==> src/rtl/ps2_kbd_rx.sv <==
`default_nettype none
// ============================================================================
// Module   : ps2_kbd_rx
// Brief    : PS/2 keyboard receiver. Conditions the raw bus pins, deframes
//            11-bit frames, strips E0/F0 prefixes, emits one scan-code event
//            per key action and tracks held levels for left/right/jump keys.
// Revision : 1.0 - initial release
// ============================================================================
module ps2_kbd_rx #(
  parameter int FILTER_LEN  = 8,
  parameter int TIMEOUT_CYC = 200000
) (
  input  logic       clk,
  input  logic       rstn,
  input  logic       ps2_clk,
  input  logic       ps2_data,
  output logic [7:0] scan_code,
  output logic       scan_valid,
  output logic       is_ext,
  output logic       is_break,
  output logic       key_left,
  output logic       key_right,
  output logic       key_jump,
  output logic       parity_err,
  output logic       frame_err
);

  localparam int FCW = $clog2(FILTER_LEN) + 1;
  localparam int TCW = $clog2(TIMEOUT_CYC + 1);

  localparam logic [7:0] C_EXT_PREFIX = 8'hE0;
  localparam logic [7:0] C_BRK_PREFIX = 8'hF0;
  localparam logic [7:0] C_KEY_LEFT   = 8'h6B;
  localparam logic [7:0] C_KEY_RIGHT  = 8'h74;
  localparam logic [7:0] C_KEY_JUMP   = 8'h29;

  typedef enum logic [1:0] {
    IDLE   = 2'd0,
    DATA   = 2'd1,
    PARITY = 2'd2,
    STOP   = 2'd3
  } state_t;

  // --------------------------------------------------------------------------
  // Input conditioning
  // --------------------------------------------------------------------------
  logic           clk_s1_q, clk_s2_q;
  logic           dat_s1_q, dat_s2_q;
  logic           filt_q, filt_d;
  logic [FCW-1:0] fcnt_q, fcnt_d;
  logic           fall_q, fall_d;

  // Glitch filter: the filtered level follows the synced clock only after
  // FILTER_LEN consecutive samples that disagree with the current level.
  always_comb begin
    filt_d = filt_q;
    fcnt_d = '0;
    if (clk_s2_q != filt_q) begin
      if (fcnt_q == FCW'(FILTER_LEN - 1)) begin
        filt_d = clk_s2_q;
      end else begin
        fcnt_d = fcnt_q + 1'b1;
      end
    end
    fall_d = filt_q & ~filt_d;
  end

  // Two-stage synchronisers, filter state and the registered sampling event.
  // Bus idles high, so the conditioning chain resets to the idle level.
  always_ff @(posedge clk or negedge rstn) begin
    if (!rstn) begin
      clk_s1_q <= 1'b1;
      clk_s2_q <= 1'b1;
      dat_s1_q <= 1'b1;
      dat_s2_q <= 1'b1;
      filt_q   <= 1'b1;
      fcnt_q   <= '0;
      fall_q   <= 1'b0;
    end else begin
      clk_s1_q <= ps2_clk;
      clk_s2_q <= clk_s1_q;
      dat_s1_q <= ps2_data;
      dat_s2_q <= dat_s1_q;
      filt_q   <= filt_d;
      fcnt_q   <= fcnt_d;
      fall_q   <= fall_d;
    end
  end

  // --------------------------------------------------------------------------
  // Frame FSM, prefix handling and key levels
  // --------------------------------------------------------------------------
  state_t         state_q;
  logic [2:0]     bitcnt_q;
  logic [7:0]     shift_q;
  logic           par_q;
  logic           ext_q;
  logic           brk_q;
  logic [TCW-1:0] tout_q;
  logic [7:0]     scan_code_q;
  logic           scan_valid_q;
  logic           is_ext_q;
  logic           is_break_q;
  logic           key_left_q;
  logic           key_right_q;
  logic           key_jump_q;
  logic           parity_err_q;
  logic           frame_err_q;

  // PS/2 devices change data on the rising clock edge, so the synced data is
  // stable through the low phase and can be taken directly at the event.
  logic w_bit;
  logic w_par_ok;
  assign w_bit    = dat_s2_q;
  assign w_par_ok = ^{shift_q, par_q};

  // Deframer: one bit per sampling event, timeout abort, byte decode.
  always_ff @(posedge clk or negedge rstn) begin
    if (!rstn) begin
      state_q      <= IDLE;
      bitcnt_q     <= '0;
      shift_q      <= '0;
      par_q        <= 1'b0;
      ext_q        <= 1'b0;
      brk_q        <= 1'b0;
      tout_q       <= '0;
      scan_code_q  <= '0;
      scan_valid_q <= 1'b0;
      is_ext_q     <= 1'b0;
      is_break_q   <= 1'b0;
      key_left_q   <= 1'b0;
      key_right_q  <= 1'b0;
      key_jump_q   <= 1'b0;
      parity_err_q <= 1'b0;
      frame_err_q  <= 1'b0;
    end else begin
      scan_valid_q <= 1'b0;
      parity_err_q <= 1'b0;
      frame_err_q  <= 1'b0;

      if (fall_q) begin
        tout_q <= '0;
        case (state_q)
          IDLE: begin
            // A high data bit at an event is a glitch, not a start bit.
            if (!w_bit) begin
              state_q  <= DATA;
              bitcnt_q <= '0;
            end
          end
          DATA: begin
            shift_q  <= {w_bit, shift_q[7:1]};
            bitcnt_q <= bitcnt_q + 1'b1;
            if (bitcnt_q == 3'd7) begin
              state_q <= PARITY;
            end
          end
          PARITY: begin
            par_q   <= w_bit;
            state_q <= STOP;
          end
          default: begin
            state_q <= IDLE;
            if (!w_bit) begin
              frame_err_q <= 1'b1;
              ext_q       <= 1'b0;
              brk_q       <= 1'b0;
            end else if (!w_par_ok) begin
              parity_err_q <= 1'b1;
              ext_q        <= 1'b0;
              brk_q        <= 1'b0;
            end else if (shift_q == C_EXT_PREFIX) begin
              ext_q <= 1'b1;
            end else if (shift_q == C_BRK_PREFIX) begin
              brk_q <= 1'b1;
            end else begin
              scan_code_q  <= shift_q;
              scan_valid_q <= 1'b1;
              is_ext_q     <= ext_q;
              is_break_q   <= brk_q;
              ext_q        <= 1'b0;
              brk_q        <= 1'b0;
              if (ext_q && shift_q == C_KEY_LEFT) begin
                key_left_q <= ~brk_q;
              end
              if (ext_q && shift_q == C_KEY_RIGHT) begin
                key_right_q <= ~brk_q;
              end
              if (!ext_q && shift_q == C_KEY_JUMP) begin
                key_jump_q <= ~brk_q;
              end
            end
          end
        endcase
      end else if (state_q == IDLE) begin
        tout_q <= '0;
      end else if (tout_q == TCW'(TIMEOUT_CYC - 1)) begin
        // Keyboard stopped clocking mid-frame: abandon the frame.
        tout_q      <= '0;
        state_q     <= IDLE;
        frame_err_q <= 1'b1;
        ext_q       <= 1'b0;
        brk_q       <= 1'b0;
      end else begin
        tout_q <= tout_q + 1'b1;
      end
    end
  end

  assign scan_code  = scan_code_q;
  assign scan_valid = scan_valid_q;
  assign is_ext     = is_ext_q;
  assign is_break   = is_break_q;
  assign key_left   = key_left_q;
  assign key_right  = key_right_q;
  assign key_jump   = key_jump_q;
  assign parity_err = parity_err_q;
  assign frame_err  = frame_err_q;

endmodule
`default_nettype wire

==> config.mk <==
export PLATFORM = sky130hd
export DESIGN_NAME = ps2_kbd_rx
export DESIGN_NICKNAME = d
export VERILOG_FILES = /design/src/rtl/ps2_kbd_rx.sv
export SDC_FILE = /design/constraint.sdc
export NUM_CORES = 1
export LEC_CHECK = 0
export BUFFER_PORTS_ARGS = -buffer_cell sky130_fd_sc_hd__buf_2
export CORE_MARGIN = 3
export CORE_UTILIZATION = 54
export DETAILED_ROUTE_END_ITERATION = 6
export GPL_TIMING_DRIVEN = 0
export PLACE_DENSITY = 0.72
export SETUP_SLACK_MARGIN = 0.5
export SLEW_MARGIN = 5
export SYNTH_ARGS = -nofsm -noshare
export SYNTH_HDL_FRONTEND = slang
export SYNTH_SLANG_ARGS = --single-unit
==> constraint.sdc <==
create_clock -name clk -period 1.9 [get_ports clk]
set_input_delay 0.095 -clock clk [delete_from_list [all_inputs] [get_ports clk]]
set_output_delay 0.095 -clock clk [all_outputs]
set_load 0.03 [all_outputs]
==> results.tsv, run 1 <==
stage	metric	value	unit
clocking	H-tree depth	3	
floorplanning	Die X	78.6	um
cells_and_area	Storage cell area	0.00152	mm^2
drt	DR vias	2229	
worst_setup_path	crit path from	shift_q[1]	
yosys	Synth area leaders	dfrtp_1 48%, mux2_4 4.7%, dfstp_2 4.6%	
clocking	Reg clk slew, reported paths	70	ps
timing	clock period minus worst slack	2010	ps
cells_and_area	Util after Layout	0.821	
worst_setup_path	flop-to-flop setup slack	-110	ps
grt	largest net degree at the start of global routing	23	
yosys	synth unique cells	39	
placement	placement-stage cell area	0.00319	mm^2
clocking	Root Driver	clkbuf_8	
grt	GR Util All Layers	0.226	
status	outcome	finished, violations left	
worst_setup_path	r2r startpoint	shift_q[1]	
clocking	Max clock buf depth	2	
worst_setup_path	Worst Path Max Fanout	10	
grt	gr ovfl total	0	
yosys	top cell type's share of synthesized area	0.483	
drt	Total Wirelength	7240	um
cells_and_area	Post-Layout Cell Count	387	
timing	Setup WS post-layout	-111	ps
cells_and_area	layout cells sized above 1	0.503	
power_and_ir_drop	Lkg Pwr	1.78	nW
power_and_ir_drop	peak supply drop	0.476	mV
cells_and_area	ant diodes	0	
worst_setup_path	worst setup path endpoint	scan_code[2]	
timing	Hold Worst Slack	243	ps
yosys	EDFF count, synth	0	
yosys	FF+latch count, synth	60	
clocking	cts bufs inserted	9	
yosys	asr flop ratio synth	1.00	
cells_and_area	Fill cells	250	
floorplanning	die height	78.6	um
worst_setup_path	Arr. time, crit path	2230	ps
floorplanning	I/O pins	20	
clocking	TritonCTS Sinks	60	
drt	vias per inst	5.76	
floorplanning	Site Rows	25	
hold_path	worst hold-check path type	in -> async	
worst_setup_path	Worst R2R End	scan_code[2]	
worst_setup_path	worst r2r path cells	6	
timing	fin. max-slew vios	0	
yosys	synth warn	0	
drt	DRC Markers	0	
timing	Slew headroom	0.677	
yosys	Mapped Cells	249	
timing	Final Cycle Share	1.06	
clocking	Skew-Pair Late Insertion Delay	340	ps
yosys	Synth Flop Type	dfrtp_1	
run	max-cap viol count	0	
grt	vias in the first global route	2129	
timing	Finish-stage setup viols	9	
placement	dpl ws	-283	ps
drt	number of nets with antenna violations after routing	0	
timing	fmax	497	MHz
worst_setup_path	crit path launch type	flip-flop	
timing	unrepaired setup endpoints after global routing	true	
drt	First-pass DRT Iterations	6	
placement	Placed Cells	337	
placement	IO Port Bufs	19	
status	failing checks	setup timing	
yosys	post-synthesis area per instance	11.4	um^2
cells_and_area	layout net count	327	
timing	Slew @ Worst Pin	484	ps
timing	Final Skew	9.74	ps
drt	Iter 0 DRT Violations	165	
timing	Fin Setup TNS	-874	ps
worst_setup_path	Worst Setup End Kind	flip-flop	
cells_and_area	Layout area overhead	41.6	%
worst_setup_path	Critical Path RT	2120	ps
power_and_ir_drop	pwr/cell area	615	mW/mm^2
yosys	post-synth design cell area	0.00285	mm^2
floorplanning	Die ar.	0.00618	mm^2
placement	HPWL after DPL	3660	um
floorplanning	initial core utilization	0.580	
power_and_ir_drop	overall power	2.48	mW
grt	first-pass GRT wire length	10500	um
yosys	leading area contributor after synthesis	dfrtp_1	
placement	final RePlAce weighted congestion	0.768	
cells_and_area	Multi-input gate area	0.00167	mm^2
cells_and_area	fin area	0.00403	mm^2
grt	initial antenna violation count	0	
floorplanning	Std-Cell Core Area	0.00491	mm^2
yosys	Seq/Total Area, Yosys	0.529	
clocking	CTS tree	built	
drt	DR WL/cell	18.7	um
worst_setup_path	critical path type	reg -> reg	
timing	Fin. Hold Viols	0	
yosys	syn nets	261	
[kinds of logic (layout without fill, tap and decap cells)]
logic type / after synthesis / in the layout / synth area share
compound gates: 25 / 25 / 0.0598
xor+xnor: 25 / 25 / 0.0822
fa+ha+maj: 8 / 8 / 0.0352
buf+inv: 17 / 88 / 0.0281
flops: 60 / 60 / 0.529
mux: 22 / 22 / 0.0971
simple gates: 92 / 92 / 0.168
[flip-flops by register name, summed over array words and instances (netlist names), 2 cells and up]
| name | flops |
|---|---|
| tout_q | 18 |
| scan_code | 8 |
| shift_q | 8 |
| fcnt_q | 4 |
| bitcnt_q | 3 |
| state_q | 2 |
[synthesized netlist by cell type (2+ instances only)]
library cell	count
nor4b_1	3
xnor2_1	12
clkbuf_1	7
nor3b_1	6
nand4_1	6
a211oi_1	2
mux2_2	9
nand3_1	14
a32o_1	2
and2_1	2
mux2_4	9
nand2_1	15
a21oi_1	7
mux2i_1	4
nor2b_1	4
dfstp_2	5
nor2_1	26
a31oi_1	2
nor4_1	3
and4_1	3
o21ai_0	6
nor3_1	3
inv_1	9
and3_1	3
xnor2_2	2
ha_1	8
dfrtp_1	55
xor2_1	11
[layout make-up]
type / instances / share of cell area
Clock inverter: 3 / 0.00372
Buffer: 8 / 0.0254
Timing Repair Buffer: 55 / 0.114
Inverter: 9 / 0.00838
Clock buffer: 13 / 0.0369
Sequential cell: 60 / 0.376
Multi-Input combinational cell: 172 / 0.415
Tap cell: 67 / 0.0208
[report_power, final]
group	internal (mW)	switching, mW
combinational	0.0748	0.0808
sequential	1.33	0.0281
clock	0.503	0.464
total	1.90	0.573
[how the worst min path moves through the flow]
stage                       start          end  slack (ps)
final                        rstn   tout_q[13]         240
after global routing         rstn   tout_q[13]         280
after CTS                    rstn   tout_q[13]         240
after detailed placement     rstn   tout_q[13]          80
after global placement    ps2_clk     clk_s1_q         200
after floorplan              rstn  bitcnt_q[0]        -200
[timing repair]
item                       in CTS  in global routing
setup endpoints to repair      42                 48
hold endpoints to repair       17                  0
hold buffers                    3                  0
buffers inserted               23                  7
gates resized for setup        34                 71
pin swaps                       9                 15
cloned                          0                  1
[worst max-delay path, stage by stage (launching register included)]
cell and delay [ps]:
dfrtp_2 440, xor2_2 210, xnor2_2 290, xnor2_4 170, mux2_4 340, buf_12 160, mux2_4 300
[placed cells by master, fill, tap and decap left out, types with 5 or more instances in the layout]
| cell type | synthesis | final |
|---|---|---|
| buf_2 | 0 | 20 |
| buf_4 | 0 | 23 |
| buf_6 | 0 | 5 |
| clkbuf_8 | 0 | 10 |
| dfrtp_1 | 55 | 48 |
| dfrtp_2 | 0 | 7 |
| dfstp_2 | 5 | 5 |
| inv_1 | 9 | 8 |
| mux2_4 | 9 | 15 |
| nand2_1 | 15 | 11 |
| nand3_1 | 14 | 10 |
| nand4_1 | 6 | 6 |
| nor2_1 | 26 | 9 |
| nor2_4 | 0 | 13 |
| xnor2_1 | 12 | 8 |
| xnor2_2 | 2 | 5 |
| xor2_1 | 11 | 10 |
[metal layers]
metal / up-vias / wire length [um] / global-route usage
li1: 1000 / - / -
met1: 1123 / 2990 / 0.284
met2: 78 / 3640 / 0.346
met3: 28 / 354 / 0.0677
met4: 0 / 252 / 0.131
met5: - / 0 / 0
Note: power is estimated with default switching activity, not from simulation.
==> inputs of run 2 (changes only) <==
- MAX_ROUTING_LAYER: unset -> met4
==> run 2 against run 1 <==
The run still ends with setup timing left. Flip-flop and latch count unchanged. Global-route usage up 0.58 points. Routed wire length up 0.32%. Via count down 1.3%. Sequential power about the same. Critical endpoint unchanged. Combinational power about the same. Worst setup slack worse by 0.87 ps. Sequential share of layout area unchanged. First-iteration DRC count down 23%. Register-to-register slack about the same.
==> results.tsv, run 2 (synthesis gave the netlist of run 1 again) <==
stage	metric	value	unit	change
timing	Setup WS post-layout	-112	ps	-0.867 ps
clocking	Skew-Pair Late Insertion Delay	340	ps	about the same
floorplanning	I/O pins	20		unchanged
timing	clock period minus worst slack	2010	ps	+0.867 ps
run	max-cap viol count	0		unchanged
power_and_ir_drop	Lkg Pwr	1.78	nW	unchanged
floorplanning	Std-Cell Core Area	0.00491	mm^2	unchanged
timing	unrepaired setup endpoints after global routing	true		
cells_and_area	Layout area overhead	41.6	%	unchanged
grt	first-pass GRT wire length	10500	um	-0.13%
worst_setup_path	crit-path most repeated cell	mux2_4		
worst_setup_path	crit path launch type	flip-flop		
cells_and_area	layout cells sized above 1	0.503		unchanged
grt	largest net degree at the start of global routing	23		unchanged
power_and_ir_drop	peak supply drop	0.485	mV	+1.9%
worst_setup_path	Critical Path RT	2130	ps	about the same
floorplanning	Die X	78.6	um	unchanged
cells_and_area	largest reg by FF count	tout_q		
power_and_ir_drop	overall power	2.48	mW	+0.14%
worst_setup_path	critical path type	reg -> reg		
status	failing checks	setup timing		
placement	IO Port Bufs	19		unchanged
clocking	Max clock buf depth	2		unchanged
worst_setup_path	Worst Path Max Fanout	10		unchanged
clocking	Root Driver	clkbuf_8		
drt	Iter 0 DRT Violations	127		-23%
floorplanning	Die ar.	0.00618	mm^2	unchanged
drt	DR WL/cell	18.8	um	+0.32%
cells_and_area	layout net count	327		unchanged
drt	DR vias	2201		-1.3%
placement	dpl ws	-283	ps	unchanged
worst_setup_path	Critical Path Max Stage Delay	440	ps	about the same
timing	fin. max-slew vios	0		unchanged
timing	Slew headroom	0.682		+0.00507
grt	vias in the first global route	2144		+0.70%
worst_setup_path	Slowest cell on crit path	dfrtp_2		
timing	Slew @ Worst Pin	476	ps	-7.60 ps
placement	HPWL after DPL	3660	um	unchanged
cells_and_area	Storage cell area	0.00152	mm^2	unchanged
placement	placement-stage cell area	0.00319	mm^2	unchanged
cells_and_area	fin area	0.00403	mm^2	unchanged
cells_and_area	max reg flops	18		unchanged
hold_path	worst hold-check path type	in -> async		
drt	vias per inst	5.69		-1.3%
drt	DRC Markers	0		unchanged
cells_and_area	ant diodes	0		unchanged
clocking	TritonCTS Sinks	60		unchanged
clocking	CTS tree	built		
timing	Fin Setup TNS	-883	ps	-9.90 ps
timing	Final Skew	8.92	ps	-0.823 ps
clocking	cts bufs inserted	9		unchanged
grt	GR Util All Layers	0.232		+0.00580
cells_and_area	Util after Layout	0.821		unchanged
worst_setup_path	critical path, cell by cell	xor2_2 -> xnor2_2 -> xnor2_4 -> mux2_4 -> buf_12 -> mux2_4		
floorplanning	Site Rows	25		unchanged
clocking	H-tree depth	3		unchanged
cells_and_area	commonest non-fill, non-tap cell in the layout	dfrtp_1		
drt	number of nets with antenna violations after routing	0		unchanged
status	outcome	finished, violations left		
drt	Total Wirelength	7260	um	+0.32%
floorplanning	initial core utilization	0.580		unchanged
worst_setup_path	Arr. time, crit path	2240	ps	about the same
timing	Finish-stage setup viols	9		unchanged
timing	Final Cycle Share	1.06		about the same
worst_setup_path	Worst Setup End Kind	flip-flop		
timing	fmax	497	MHz	about the same
power_and_ir_drop	pwr/cell area	615	mW/mm^2	+0.14%
timing	Fin. Hold Viols	0		unchanged
grt	initial antenna violation count	0		unchanged
placement	final RePlAce weighted congestion	0.778		+1.3%
cells_and_area	Fill cells	250		unchanged
clocking	Reg clk slew, reported paths	70	ps	about the same
floorplanning	die height	78.6	um	unchanged
cells_and_area	Multi-input gate area	0.00167	mm^2	unchanged
grt	gr ovfl total	0		unchanged
drt	First-pass DRT Iterations	5		-1
cells_and_area	most frequent cells in the layout	48 x dfrtp_1, 23 x buf_4, 20 x buf_2, 15 x mux2_4, 13 x nor2_4		
## run 2: through the flow
step / hold WS (ps) / cells
after floorplan: -201 / 249
after global placement: 200 / 335
after detailed placement: 75.2 / 337
after CTS: 245 / 379
after global routing: 283 / 387
final: 235 / 387
## run 2: worst max-delay path, delay by kind of cell (launching register included)
| kind | cells | cell delay, ps |
|---|---|---|
| xor gates and xnor gates | 3 | 670 |
| buffers and inverters | 1 | 160 |
| DFF | 1 | 440 |
| muxes | 2 | 640 |
## run 2: layer usage
layer | routed length [um] | share of wire | up-vias | GRT usage
met2 | 3610 | 0.50 | 74 | 0.347
li1 | - | - | 1004 | -
met1 | 3020 | 0.42 | 1101 | 0.282
met5 | 0 | 0 | - | -
met3 | 385 | 0.053 | 22 | 0.0677
met4 | 239 | 0.033 | 0 | 0.131
## run 2: final cells by class
cell class | count | share of cell area
inverter | 9 | 0.00838
buffer | 8 | 0.0254
multi-input combinational | 172 | 0.415
timing repair buffer | 55 | 0.114
clock inverter | 3 | 0.00372
sequential | 60 | 0.376
tap | 67 | 0.0208
clock buffer | 13 | 0.0369
## run 2: power by group
group	switching (mW)	total, mW	internal [mW]
logic	0.0805	0.155	0.0748
registers	0.0281	1.36	1.33
clock network	0.468	0.970	0.503
## run 2: worst paths after layout
| check | start | to | slack, ps | cells past startpoint |
|---|---|---|---|---|
| worst min register to register | clk_s1_q | clk_s2_q | 360 | 0 |
| max in group asynchronous | rstn | shift_q[4] | 990 | 4 |
| worst max register to register | shift_q[1] | scan_code[2] | -110 | 6 |
| worst min-delay path | rstn | tout_q[13] | 240 | 2 |
| min in group clk | clk_s1_q | clk_s2_q | 360 | 0 |
| worst max-delay path | shift_q[1] | scan_code[2] | -110 | 6 |
## run 2: repair_timing
action / 4_1_cts / 5_1_grt
setup buffers: 23 / 7
pin swaps: 9 / 15
hold buffers: 3 / 0
gates cloned: 0 / 1
endpoints found under the setup margin: 42 / 48
resized for setup: 34 / 71
hold endpoints to repair: 17 / 0
==> inputs of run 3 (changes only) <==
- ABC_AREA: unset -> 1
- ABC_CLOCK_PERIOD_IN_PS: unset -> 1900
- TNS_END_PERCENT: unset -> 20
==> run 3 against run 2 <==
The flow now finishes without violations. Combinational power rose by 100%. First-iteration DRC count rose by 16%. Critical path depth rose by 2. Clock skew rose by 3.7 ps. Sequential share of layout area fell by 0.50 points. Critical endpoint is now key_right. Utilization fell by 9.0 points. Largest power group unchanged. Die area rose by 9.3%. Largest cell class unchanged.
==> results.tsv, run 3 <==
stage	metric	value	unit	change
clocking	Max clock buf depth	2		unchanged
timing	fmax	591	MHz	+19%
worst_setup_path	flop-to-flop setup slack	210	ps	+320 ps
yosys	Synth area leaders	dfrtp_1 44%, nand2_1 12%, inv_1 4.8%		
timing	clock period minus worst slack	1690	ps	-319 ps
clocking	Reg clk slew, reported paths	80	ps	about the same
cells_and_area	Layout area overhead	30.0	%	
run	max-cap viol count	0		unchanged
worst_setup_path	r2r startpoint	shift_q[6]		
placement	dpl ws	169	ps	+452 ps
drt	Total Wirelength	7250	um	about the same
power_and_ir_drop	pwr/cell area	742	mW/mm^2	+21%
clocking	CTS tree	built		
worst_setup_path	Arr. time, crit path	1920	ps	-320 ps
floorplanning	Std-Cell Core Area	0.00557	mm^2	+14%
worst_setup_path	Critical Path RT	2130	ps	about the same
drt	number of nets with antenna violations after routing	0		unchanged
timing	Finish-stage setup viols	0		-9
yosys	post-synth design cell area	0.00314	mm^2	+10%
timing	unrepaired setup endpoints after global routing	true		
yosys	post-synthesis area per instance	8.34	um^2	-27%
yosys	most instantiated library cell after synthesis	nand2_1		
floorplanning	I/O pins	20		unchanged
timing	Slew headroom	0.487		-0.195
hold_path	worst hold-check path type	in -> async		
timing	Setup WS post-layout	207	ps	+319 ps
worst_setup_path	crit path launch type	flip-flop		
yosys	Mapped Cells	376		+51%
worst_setup_path	worst r2r path cells	8		+2
placement	placement-stage cell area	0.00336	mm^2	+5.3%
cells_and_area	ant diodes	0		unchanged
clocking	H-tree depth	3		unchanged
drt	DRC Markers	0		unchanged
placement	HPWL after DPL	4500	um	+23%
yosys	synth warn	0		unchanged
worst_setup_path	Worst Path Max Fanout	4		-6
cells_and_area	max reg flops	18		unchanged
grt	gr ovfl total	0		unchanged
worst_setup_path	Worst R2R End	key_right		
placement	final RePlAce weighted congestion	0.901		+16%
grt	initial antenna violation count	0		unchanged
yosys	most frequent cells after synthesis	100 x nand2_1, 55 x dfrtp_1, 40 x inv_1		
cells_and_area	Util after Layout	0.731		-0.0898
grt	GR Util All Layers	0.228		-0.00407
drt	DR WL/cell	14.1	um	-25%
clocking	Skew-Pair Late Insertion Delay	350	ps	about the same
yosys	FF+latch count, synth	60		unchanged
yosys	syn nets	388		+49%
drt	vias per inst	5.33		-6.3%
placement	IO Port Bufs	19		unchanged
clocking	TritonCTS Sinks	60		unchanged
timing	fin. max-slew vios	0		unchanged
grt	vias in the first global route	2567		+20%
floorplanning	die height	82.2	um	+4.6%
power_and_ir_drop	peak supply drop	0.488	mV	+0.54%
yosys	synth unique cells	35		-10%
drt	DR vias	2750		+25%
cells_and_area	most frequent cells in the layout	74 x nand2_1, 51 x dfrtp_1, 38 x inv_1, 29 x nor2_1		
cells_and_area	Multi-input gate area	0.00163	mm^2	-2.4%
status	outcome	completed		
timing	Final Skew	12.6	ps	+3.66 ps
cells_and_area	layout cells sized above 1	0.369		-0.134
drt	First-pass DRT Iterations	5		unchanged
clocking	Root Driver	clkbuf_8		
floorplanning	Die X	82.2	um	+4.6%
timing	Fin. Hold Viols	0		unchanged
timing	Hold Worst Slack	336	ps	+101 ps
clocking	cts bufs inserted	9		unchanged
timing	Slew @ Worst Pin	769	ps	+293 ps
cells_and_area	Fill cells	418		+67%
cells_and_area	layout net count	451		+38%
cells_and_area	fin area	0.00408	mm^2	+1.1%
cells_and_area	Storage cell area	0.00151	mm^2	-0.25%
cells_and_area	largest reg by FF count	tout_q		
yosys	Seq/Total Area, Yosys	0.481		-0.0486
yosys	EDFF count, synth	0		unchanged
power_and_ir_drop	Lkg Pwr	1.94	nW	+9.2%
yosys	Synth Flop Type	dfrtp_1		
yosys	top cell type's share of synthesized area	0.439		-0.0444
floorplanning	Site Rows	27		+8.0%
grt	first-pass GRT wire length	11300	um	+7.9%
worst_setup_path	critical path type	reg -> reg		
worst_setup_path	Worst Setup End Kind	flip-flop		
drt	Iter 0 DRT Violations	147		+16%
floorplanning	initial core utilization	0.563		-0.0174
yosys	leading area contributor after synthesis	dfrtp_1		
grt	largest net degree at the start of global routing	61		+170%
yosys	asr flop ratio synth	1.00		unchanged
timing	Fin Setup TNS	0	ps	+883 ps
cells_and_area	commonest non-fill, non-tap cell in the layout	nand2_1		
floorplanning	Die ar.	0.00676	mm^2	+9.3%
timing	Final Cycle Share	0.891		-0.168
## run 3: layout make-up
cell class / count / area share
Clock inverter: 6 / 0.0215
Buffer: 4 / 0.0135
Tap cell: 72 / 0.0221
Sequential cell: 60 / 0.371
Multi-Input combinational cell: 264 / 0.400
Timing Repair Buffer: 52 / 0.0927
Clock buffer: 10 / 0.0338
Inverter: 48 / 0.0448
## run 3: report_power, final
part | leakage (nW) | switching (mW) | internal, mW
combinational | 1.02 | 0.201 | 0.112
clock | 0.116 | 0.543 | 0.774
sequential | 0.811 | 0.0556 | 1.34
total | 1.94 | 0.799 | 2.23
## run 3: worst max-delay path by stage
stage          startpoint           end  slack (ps)  depth (start not counted)
3_5_place_dp    tout_q[0]     tout_q[7]         170                          9
5_1_grt        shift_q[6]     key_right          60                          8
2_1_floorplan   tout_q[0]     tout_q[2]         380                          9
4_1_cts        shift_q[2]  scan_code[2]         300                         13
6_report       shift_q[6]     key_right         210                          8
3_3_place_gp    tout_q[0]    tout_q[10]         190                          9
## run 3: kinds of logic after synthesis
group	Yosys count	synth area share
DFF	60	0.481
and+or+nand+nor	200	0.306
adders and majority gates	8	0.0319
xor gates and xnor gates	3	0.00838
AOI/OAI and AO/OA	53	0.103
buffers and inverters	52	0.0702
## run 3: repair_timing
item / 4_1_cts / 5_1_grt
hold endpoints to repair: 2 / 55
hold buffers: 2 / 1
pin swaps: 6 / 14
gates resized for setup: 23 / 42
cloned: 1 / 1
endpoints found under the setup margin: 46 / 47
buffers inserted: 25 / 3
## run 3: stage by stage
stage	total power, mW	std cells
4_1_cts	3.02	511
5_1_grt	3.13	516
3_3_place_gp	1.66	467
2_1_floorplan	1.59	376
3_5_place_dp	1.68	467
6_report	3.02	516
## run 3: critical path: stages (launching register included)
cell and delay (ps):
dfrtp_1 440, inv_2 80, buf_4 150, nor2_1 120, nand2_1 110, nor3_1 390
nand4_1 150, nand2_1 80, nand2_1 50
## run 3: routing by layer
layer,global-route usage,share of wire,vias to the layer above
met1,0.259,0.41,1318
met4,0.125,0.022,0
met5,-,0,-
li1,-,-,1343
met3,0.0358,0.039,16
met2,0.384,0.53,73
